File: src/rtl/mips_pkg.sv
// Shared pipeline definitions: reset constants, IF-stage state encoding and
// the IF/ID bundle field widths used by both the fetch and decode stages.
package mips_pkg;

  localparam logic [31:0] NOP_WORD = 32'h0000_0000;  // sll $0,$0,0
  localparam logic [31:0] RESET_PC = 32'h0000_0000;

  localparam int unsigned IF_ID_INSTR_W = 32;
  localparam int unsigned IF_ID_PC_W    = 32;
  localparam int unsigned IF_ID_VALID_W = 1;

  typedef enum logic {
    StBoot = 1'b0,
    StRun  = 1'b1
  } if_state_e;

endpackage

File: src/rtl/if_id_reg.sv
// IF/ID pipeline register: synchronous flush (bubble) beats hold (stall);
// asynchronous active-low reset loads a bubble.
module if_id_reg
  import mips_pkg::*;
#(
  parameter logic [31:0] NopWord = 32'h0000_0000
) (
  input  logic                     clk_i,
  input  logic                     rst_ni,
  input  logic                     hold_i,
  input  logic                     flush_i,
  input  logic [IF_ID_INSTR_W-1:0] instr_i,
  input  logic [IF_ID_PC_W-1:0]    pc_plus4_i,
  input  logic [IF_ID_VALID_W-1:0] valid_i,
  output logic [IF_ID_INSTR_W-1:0] instr_o,
  output logic [IF_ID_PC_W-1:0]    pc_plus4_o,
  output logic [IF_ID_VALID_W-1:0] valid_o
);

  logic [IF_ID_INSTR_W-1:0] instr_d, instr_q;
  logic [IF_ID_PC_W-1:0]    pc_plus4_d, pc_plus4_q;
  logic [IF_ID_VALID_W-1:0] valid_d, valid_q;

  always_comb begin
    instr_d    = instr_i;
    pc_plus4_d = pc_plus4_i;
    valid_d    = valid_i;
    if (flush_i) begin
      instr_d    = NopWord;
      pc_plus4_d = '0;
      valid_d    = '0;
    end else if (hold_i) begin
      instr_d    = instr_q;
      pc_plus4_d = pc_plus4_q;
      valid_d    = valid_q;
    end
  end

  always_ff @(posedge clk_i or negedge rst_ni) begin
    if (!rst_ni) begin
      instr_q    <= NopWord;
      pc_plus4_q <= '0;
      valid_q    <= '0;
    end else begin
      instr_q    <= instr_d;
      pc_plus4_q <= pc_plus4_d;
      valid_q    <= valid_d;
    end
  end

  assign instr_o    = instr_q;
  assign pc_plus4_o = pc_plus4_q;
  assign valid_o    = valid_q;

endmodule

File: src/rtl/if_stage.sv
// Instruction-fetch stage: owns the PC, drives the instruction memory and
// fills IF/ID, with branch > jump > stall redirect priority.
module if_stage #(
  parameter logic [31:0] RESET_PC        = mips_pkg::RESET_PC,
  parameter logic [31:0] NOP_WORD        = mips_pkg::NOP_WORD,
  parameter int unsigned IMEM_WORDS_LOG2 = 10
) (
  input  logic        Clk,
  input  logic        Rst,
  input  logic        Stall,
  input  logic        BranchTaken,
  input  logic [31:0] BranchTarget,
  input  logic        Jump,
  input  logic [31:0] JumpTarget,
  output logic [31:0] IMemAddress,
  input  logic [31:0] IMemInstruction,
  output logic [31:0] IF_ID_Instruction,
  output logic [31:0] IF_ID_PCPlus4,
  output logic        IF_ID_Valid,
  output logic [31:0] FetchCount,
  output logic        AddrOutOfRange
);
  import mips_pkg::*;

  if_state_e   state_d, state_q;
  logic [31:0] pc_d, pc_q;
  logic [31:0] count_d, count_q;
  logic [31:0] pc_plus4;
  logic        flush, hold;

  assign pc_plus4 = pc_q + 32'd4;

  always_comb begin
    state_d = StRun;
    pc_d    = pc_q;
    count_d = count_q;
    flush   = 1'b0;
    hold    = 1'b0;
    if (state_q == StBoot) begin
      // Settle cycle for the memory after reset: PC held, bubble into IF/ID.
      flush = 1'b1;
    end else if (BranchTaken) begin
      pc_d  = BranchTarget & ~32'd3;
      flush = 1'b1;
    end else if (Jump) begin
      pc_d  = JumpTarget & ~32'd3;
      flush = 1'b1;
    end else if (Stall) begin
      hold = 1'b1;
    end else begin
      pc_d    = pc_plus4;
      count_d = count_q + 32'd1;
    end
  end

  always_ff @(posedge Clk or negedge Rst) begin
    if (!Rst) begin
      state_q <= StBoot;
      pc_q    <= RESET_PC & ~32'd3;
      count_q <= '0;
    end else begin
      state_q <= state_d;
      pc_q    <= pc_d;
      count_q <= count_d;
    end
  end

  if_id_reg #(
    .NopWord(NOP_WORD)
  ) u_if_id_reg (
    .clk_i     (Clk),
    .rst_ni    (Rst),
    .hold_i    (hold),
    .flush_i   (flush),
    .instr_i   (IMemInstruction),
    .pc_plus4_i(pc_plus4),
    .valid_i   (1'b1),
    .instr_o   (IF_ID_Instruction),
    .pc_plus4_o(IF_ID_PCPlus4),
    .valid_o   (IF_ID_Valid)
  );

  assign IMemAddress    = {pc_q[31:2], 2'b00};
  assign FetchCount     = count_q;
  assign AddrOutOfRange = |pc_q[31:IMEM_WORDS_LOG2+2];

endmodule
File: config.mk
export PLATFORM = sky130hd
export DESIGN_NAME = if_stage
export DESIGN_NICKNAME = d
export VERILOG_FILES = /design/src/rtl/mips_pkg.sv /design/src/rtl/if_id_reg.sv /design/src/rtl/if_stage.sv
export SDC_FILE = /design/constraint.sdc
export NUM_CORES = 1
export LEC_CHECK = 0
export CORE_ASPECT_RATIO = 0.7
export CORE_MARGIN = 2
export CORE_UTILIZATION = 45
export DETAILED_ROUTE_END_ITERATION = 10
export GPL_ROUTABILITY_DRIVEN = 0
export PLACE_DENSITY_LB_ADDON = 0.2
export SETUP_SLACK_MARGIN = 0.1
export SLEW_MARGIN = 20
export SYNTH_ARGS = -nofsm -noshare
export SYNTH_HDL_FRONTEND = slang
export SYNTH_SLANG_ARGS = --single-unit
export TNS_END_PERCENT = 30
File: constraint.sdc
create_clock -name Clk -period 1.9 [get_ports Clk]
set_input_delay 0.285 -clock Clk [delete_from_list [all_inputs] [get_ports Clk]]
set_output_delay 0.285 -clock Clk [all_outputs]
set_load 0.01 [all_outputs]
==> results of run 1 <==
-- cells by family after synthesis --
group | after synthesis | synth area share
mux | 2 | 0.00329
flops | 126 | 0.518
compound gates | 155 | 0.182
fa+ha+maj | 2 | 0.00411
xor+xnor | 57 | 0.0820
other cells | 2 | 0.00123
simple gates | 197 | 0.173
buf+inv | 47 | 0.0360
-- sequential cells by signal, indices dropped and copies added (netlist names) --
signal / count
FetchCount: 32
u_if_id_reg.instr_o: 32
pc_q: 30
u_if_id_reg.pc_plus4_o: 30
state_q: 1
u_if_id_reg.valid_o: 1
-- final cells by class --
type,count,area share
sequential,126,0.325
timing repair buffer,292,0.295
multi-input combinational,419,0.293
clock inverter,14,0.0154
inverter,6,0.00231
clock buffer,18,0.0451
tap,185,0.0237
-- worst max-delay path, stage by stage, from the launching register on --
cell and delay, ns:
dfrtp_2 0.44, nor4_4 0.31, and3_1 0.22, nand3_2 0.08
buf_6 0.14
-- cells in the mapped netlist, drive strengths merged, types with 2 or more instances --
library cell and number:
a211o 2, a21bo 2, a21oi 20, a221oi 2
a222oi 6, a22o 41, a22oi 6, a31oi 4
a32o 2, and2 7, and3 18, and4 10
buf 23, clkbuf 18, conb 2, dfrtp 126
ha 2, inv 5, mux2i 2, nand2 61
nand2b 2, nand3 37, nand4 18, nor2 22
nor3 8, nor4 7, nor4b 2, o211ai 5
o21a 3, o21ai 40, o22a 2, o22ai 5
o2bb2ai 6, o31a 3, or2 2, xnor2 47
xor2 10
-- report_power, final --
group	switching [mW]	internal [mW]	leakage, nW	total (mW)
combinational	0.713	0.831	2.37	1.54
clock	1.34	1.88	0.280	3.22
sequential	0.190	2.85	1.68	3.04
-- what timing repair did --
action	in CTS	in global routing
cloned	0	1
gates resized for setup	10	65
endpoints found under the hold margin	26	0
pin swaps	2	17
buffers inserted	2	2
hold buffers	1	0
endpoints found under the setup margin	23	82
-- worst max path at each step --
stage	start	end	slack, ns	depth (start not counted)
2_1_floorplan	pc_q[11]	pc_q[19]	0.12	7
3_5_place_dp	Jump	FetchCount[7]	-0.37	6
3_3_place_gp	Jump	FetchCount[27]	-0.29	6
6_report	pc_q[30]	AddrOutOfRange	0.02	4
4_1_cts	pc_q[12]	AddrOutOfRange	0.04	4
5_1_grt	pc_q[30]	AddrOutOfRange	-0.03	4
-- through the flow --
step                      utilization  setup WS [ns]  TNS, ns  area (um^2)
after floorplan                     -          0.119        0         6100
after global placement          0.675         -0.290   -12.54         8900
after detailed placement        0.675         -0.366   -20.80         8900
after CTS                       0.723         0.0380        0         9530
after global routing            0.740        -0.0312  -0.0312         9750
final                           0.740         0.0175        0         9750
-- per-layer routing --
metal  wire length [um]  part of all wire
met5                  0                 0
met4                184            0.0091
met3               1930             0.096
met2               9370              0.46
met1               8750              0.43
==> out/metrics.csv, run 1 <==
stage;metric;value;unit
logic_synthesis;ys_ff_latch;126;
run_status;outcome;completed;
worst_setup_path;worst-r2r-cell-count;8;
clock_tree;root_buffer;clkbuf_16;
die;core_area;13200;um^2
flow_run;maxCapViolations;0;
timing;setup_violations;0;
clock_tree;ctsHtreeMaxLevel;4;
global_routing;grt_pass1_vias;5755;
global_routing;grt_usage;0.279;
worst_setup_path;critPathArrivalTime;1.60;ns
cells_and_area;nNetsFinal;965;
worst_setup_path;r2r_start;pc_q[12];
worst_setup_path;reg2reg_slack;0.14;ns
placement;dp.cells;1022;
routing;wl_per_cell;19.1;um
timing;timing.hold.ws;0.334;ns
logic_synthesis;synthCells;588;
min_path;hold_path.class;in -> async;
clock_tree;cts_tree;done;
die;dieArea;14500;um^2
cells_and_area;final_cell_mix;clkdlybuf4s50_1 (199), dfrtp_1 (115), nand2_1 (61), buf_4 (61), xnor2_1 (47);
worst_setup_path;required;1.62;ns
global_routing;antenna_found_initial;0;
logic_synthesis;yosys.area.top_type;dfrtp_1;
cells_and_area;final_common_cell;clkdlybuf4s50_1;
worst_setup_path;path_class;reg -> out;
routing;drc;0;
worst_setup_path;crit_path_end_kind;output port;
global_routing;use_met2;0.423;
timing;grt_setup_unrepaired;true;
logic_synthesis;synth_area_per_cell;10.3;um^2
clock_tree;clkSinkCount;126;
cells_and_area;final_cells;1060;
cells_and_area;drive_gt1_frac;0.173;
logic_synthesis;yosys_warnings;0;
cells_and_area;area_delta_synth_final;60.2;%
routing;ant_nets;0;
global_routing;grt.busiest_layer;met2;
placement;dp_hpwl;14600;um
logic_synthesis;yosysTopAreaCellShare;0.518;
global_routing;gr-usage-met1;0.397;
placement;io_buffers;222;
die;rows;35;
die;die_y;101;um
logic_synthesis;synth_edf_count;0;
global_routing;grt_overflow_total;0;
logic_synthesis;async_flop_share;1.00;
logic_synthesis;seq_area_frac_synth;0.518;
die;start_util;0.462;
routing;routed_wl;20200;um
die;io_pins;231;
clock_tree;numCtsBuffers;17;
routing;vias;5933;
timing;slew_violations;0;
routing;drtIter0Drc;601;
logic_synthesis;netlist-cell-type-count;53;
timing;timing.final.crit_share;0.991;
worst_setup_path;critPathMaxFanout;2;
cells_and_area;antennaDiodeCount;0;
routing;dr.pass1.iters;6;
cells_and_area;fillers;910;
power_and_ir_drop;ir_drop;682;uV
worst_setup_path;crit_path_start_kind;flip-flop;
timing;clock_skew;0.0115;ns
logic_synthesis;synth_area;6080;um^2
power_and_ir_drop;p_total;7.80;mW
global_routing;grt_pass1_wl;31200;um
cells_and_area;multi_input_area;2860;um^2
power_and_ir_drop;power_per_cell_area;800;nW/um^2
routing;routed_via_density;5.60;
clock_tree;clkLatencyLatePin;0.41;ns
logic_synthesis;synth_ff_type;dfrtp_1;
cells_and_area;ff_latch_area;3170;um^2
clock_tree;path_clk_slew;0.07;ns
global_routing;met3_usage;0.0842;
worst_setup_path;r2r_end;pc_q[21];
global_routing;grt_max_degree;51;
timing;fmax;0.531;GHz
clock_tree;clock_path_buffers;2;
die;dieWidth;143;um
power_and_ir_drop;power.leakage;4.33;nW
timing;hold_viol_final;0;
logic_synthesis;synth_area_leaders;dfrtp_1 (52%), xnor2_1 (6.8%), a22o_1 (5.9%), nand2_1 (3.8%), o21ai_0 (3.2%);
timing;fin_crit;1.88;ns
No activity file was read; power rests on OpenSTA's default activity.
==> inputs of run 2 (changes only) <==
--- a/config.mk
+++ b/config.mk
@@ -10,6 +10,7 @@
 export CORE_UTILIZATION = 45
 export DETAILED_ROUTE_END_ITERATION = 10
 export GPL_ROUTABILITY_DRIVEN = 0
+export HOLD_SLACK_MARGIN = 0.12
 export PLACE_DENSITY_LB_ADDON = 0.2
 export SETUP_SLACK_MARGIN = 0.1
 export SLEW_MARGIN = 20
==> results of run 2 <==
The final DEF is identical to that of run 1; final timing and power are the same.
==> inputs of run 3 (changes only) <==
==> constraint.sdc (replaced) <==
create_clock -name Clk -period 1.9 [get_ports Clk]
set_input_delay 0.285 -clock Clk [delete_from_list [all_inputs] [get_ports Clk]]
set_output_delay 0.285 -clock Clk [all_outputs]
set_load 0.05 [all_outputs]
==> run 3 against run 2 <==
The run now ends with negative setup slack left. Sequential power up 2%. Critical path depth unchanged. Die area unchanged. Final cell count down 0.94%. Routed wire length down 3.6%. Clock-buffer cell count up 1. Clock skew down 0.0014 ns. Sequential cell count unchanged. Global-route usage down 0.56 points.
==> out/metrics.csv, run 3 (synthesized netlist as in run 1, its figures left out) <==
stage;metric;value;unit
run_status;outcome;complete, but fails checks;
run_status;violations;negative setup slack;
worst_setup_path;critPathArrivalTime;1.66;ns
flow_run;maxCapViolations;0;
timing;tightest_slew;0.557;ns
worst_setup_path;critPathBufInv;1;
die;dieWidth;143;um
worst_setup_path;crit_path_end_kind;output port;
timing;timing.final.crit_share;1.03;
timing;setup_violations;1;
global_routing;grt_overflow_total;0;
global_routing;grt_max_degree;50;
timing;fmax;0.513;GHz
clock_tree;root_buffer;clkbuf_16;
die;rows;35;
timing;tns;-0.0494;ns
clock_tree;numCtsBuffers;17;
timing;worst_slack;-0.0494;ns
cells_and_area;antennaDiodeCount;0;
worst_setup_path;cpPeakStageDelay;0.48;ns
clock_tree;clkLatencyLatePin;0.42;ns
min_path;hold_path.class;in -> async;
global_routing;grt_usage;0.273;
worst_setup_path;crit_start;pc_q[23];
die;io_pins;231;
worst_setup_path;reg2reg_slack;0.07;ns
die;start_util;0.462;
routing;vias;5861;
global_routing;grt_pass1_wl;30400;um
timing;timing.hold.ws;0.248;ns
clock_tree;clock_path_buffers;2;
power_and_ir_drop;power_per_cell_area;879;nW/um^2
die;core_area;13200;um^2
die;die_y;101;um
worst_setup_path;crit_path_start_kind;flip-flop;
global_routing;grt.busiest_layer;met2;
cells_and_area;area_delta_synth_final;55.1;%
worst_setup_path;critPathMaxFanout;8;
cells_and_area;drive_gt1_frac;0.220;
cells_and_area;multi_input_area;2830;um^2
global_routing;use_met2;0.405;
clock_tree;cts_tree;done;
routing;dr.pass1.iters;5;
timing;slew_headroom;0.630;
routing;wl_per_cell;18.6;um
global_routing;grt_pass1_vias;5716;
cells_and_area;ff_latch_area;3190;um^2
worst_setup_path;critPathSlowestCell;dfrtp_2;
placement;dp_hpwl;14300;um
routing;routed_via_density;5.58;
clock_tree;ctsHtreeMaxLevel;4;
clock_tree;clkSinkCount;126;
routing;ant_nets;0;
power_and_ir_drop;ir_drop;735;uV
timing;hold_viol_final;0;
worst_setup_path;cp_top_family;simple AND/OR/NAND/NOR gates;
routing;routed_wl;19500;um
clock_tree;path_clk_slew;0.06;ns
die;dieArea;14500;um^2
timing;clock_skew;0.0101;ns
worst_setup_path;required;1.62;ns
worst_setup_path;path_cells;nor4_2 -> and3_4 -> nand3_4 -> buf_8;
global_routing;met3_usage;0.0898;
timing;grt_setup_unrepaired;true;
global_routing;antenna_found_initial;0;
timing;slew_violations;0;
cells_and_area;fillers;998;
worst_setup_path;r2r_start;pc_q[18];
cells_and_area;final_common_cell;dfrtp_1;
worst_setup_path;path_class;reg -> out;
cells_and_area;nNetsFinal;955;
global_routing;gr-usage-met1;0.378;
timing;fin_crit;1.95;ns
cells_and_area;final_cell_mix;dfrtp_1 (96), clkdlybuf4s50_1 (95), buf_4 (89), dlygate4sd2_1 (89), nand2_1 (61);
power_and_ir_drop;power.leakage;4.46;nW
routing;drc;0;
placement;io_buffers;222;
routing;drtIter0Drc;523;
## run 3: cell types whose count changed in the layout (fill, tap and decap cells not counted), sizes merged
cell	delta
and4	-1
buf	+27
bufinv	+1
clkbuf	+1
clkdlybuf4s50	-104
clkinvlp	-1
dlygate4sd2	+89
dlymetal6s2s	-21
inv	-1
## run 3: power breakdown
part / switching [mW] / internal [mW] / leakage, nW
Combinational: 1.17 / 0.731 / 2.51
Clock: 1.28 / 2.03 / 0.293
Sequential: 0.231 / 2.85 / 1.65
Total: 2.68 / 5.62 / 4.46
## run 3: through the flow
step                area [um^2]  setup slack (ns)  utilization  total power, mW  std cells
floorplan                  6150            0.0662            -             4.12        591
global placement           8760            -0.235        0.665             4.94       1011
detailed placement         8760            -0.308        0.665             4.97       1011
CTS                        9290           -0.0746        0.705             8.26       1044
global route               9440            -0.114        0.716             8.58       1050
finish                     9440           -0.0494        0.716             8.30       1050
## run 3: metal layers
metal | vias up | wire length, um | part of all wire
li1 | 2683 | - | -
met1 | 2829 | 8520 | 0.44
met2 | 310 | 8820 | 0.45
met3 | 39 | 1780 | 0.091
met4 | 0 | 393 | 0.020
met5 | - | 0 | 0
## run 3: timing repair
item,CTS,global route
endpoints found under the setup margin,91,37
buffers inserted,0,6
endpoints found under the hold margin,126,0
hold buffers,1,0
pin swaps,1,7
gates resized for setup,93,26
## run 3: final cells by class
type	count	share of cell area
clock buffer	19	0.0480
clock inverter	13	0.0162
inverter	6	0.00239
multi-input combinational	418	0.300
sequential	126	0.338
tap	185	0.0245
timing repair buffer	283	0.271
## run 3: worst reg2reg max path: cells and delay by family (launching register included)
family | cells | cell delay (ns)
and+or+nand+nor | 3 | 0.75
AOI/OAI and AO/OA | 2 | 0.43
DFF | 1 | 0.41
buffers and inverters | 1 | 0.14
## run 3: path summary, 6_finish.rpt
check,depth (start not counted),to
min in group Clk,3,pc_q[8]
min reg2reg,1,FetchCount[31]
max in group asynchronous,3,pc_q[25]
min,2,u_if_id_reg.pc_plus4_o[30]
max,4,AddrOutOfRange
max reg2reg,6,pc_q[25]
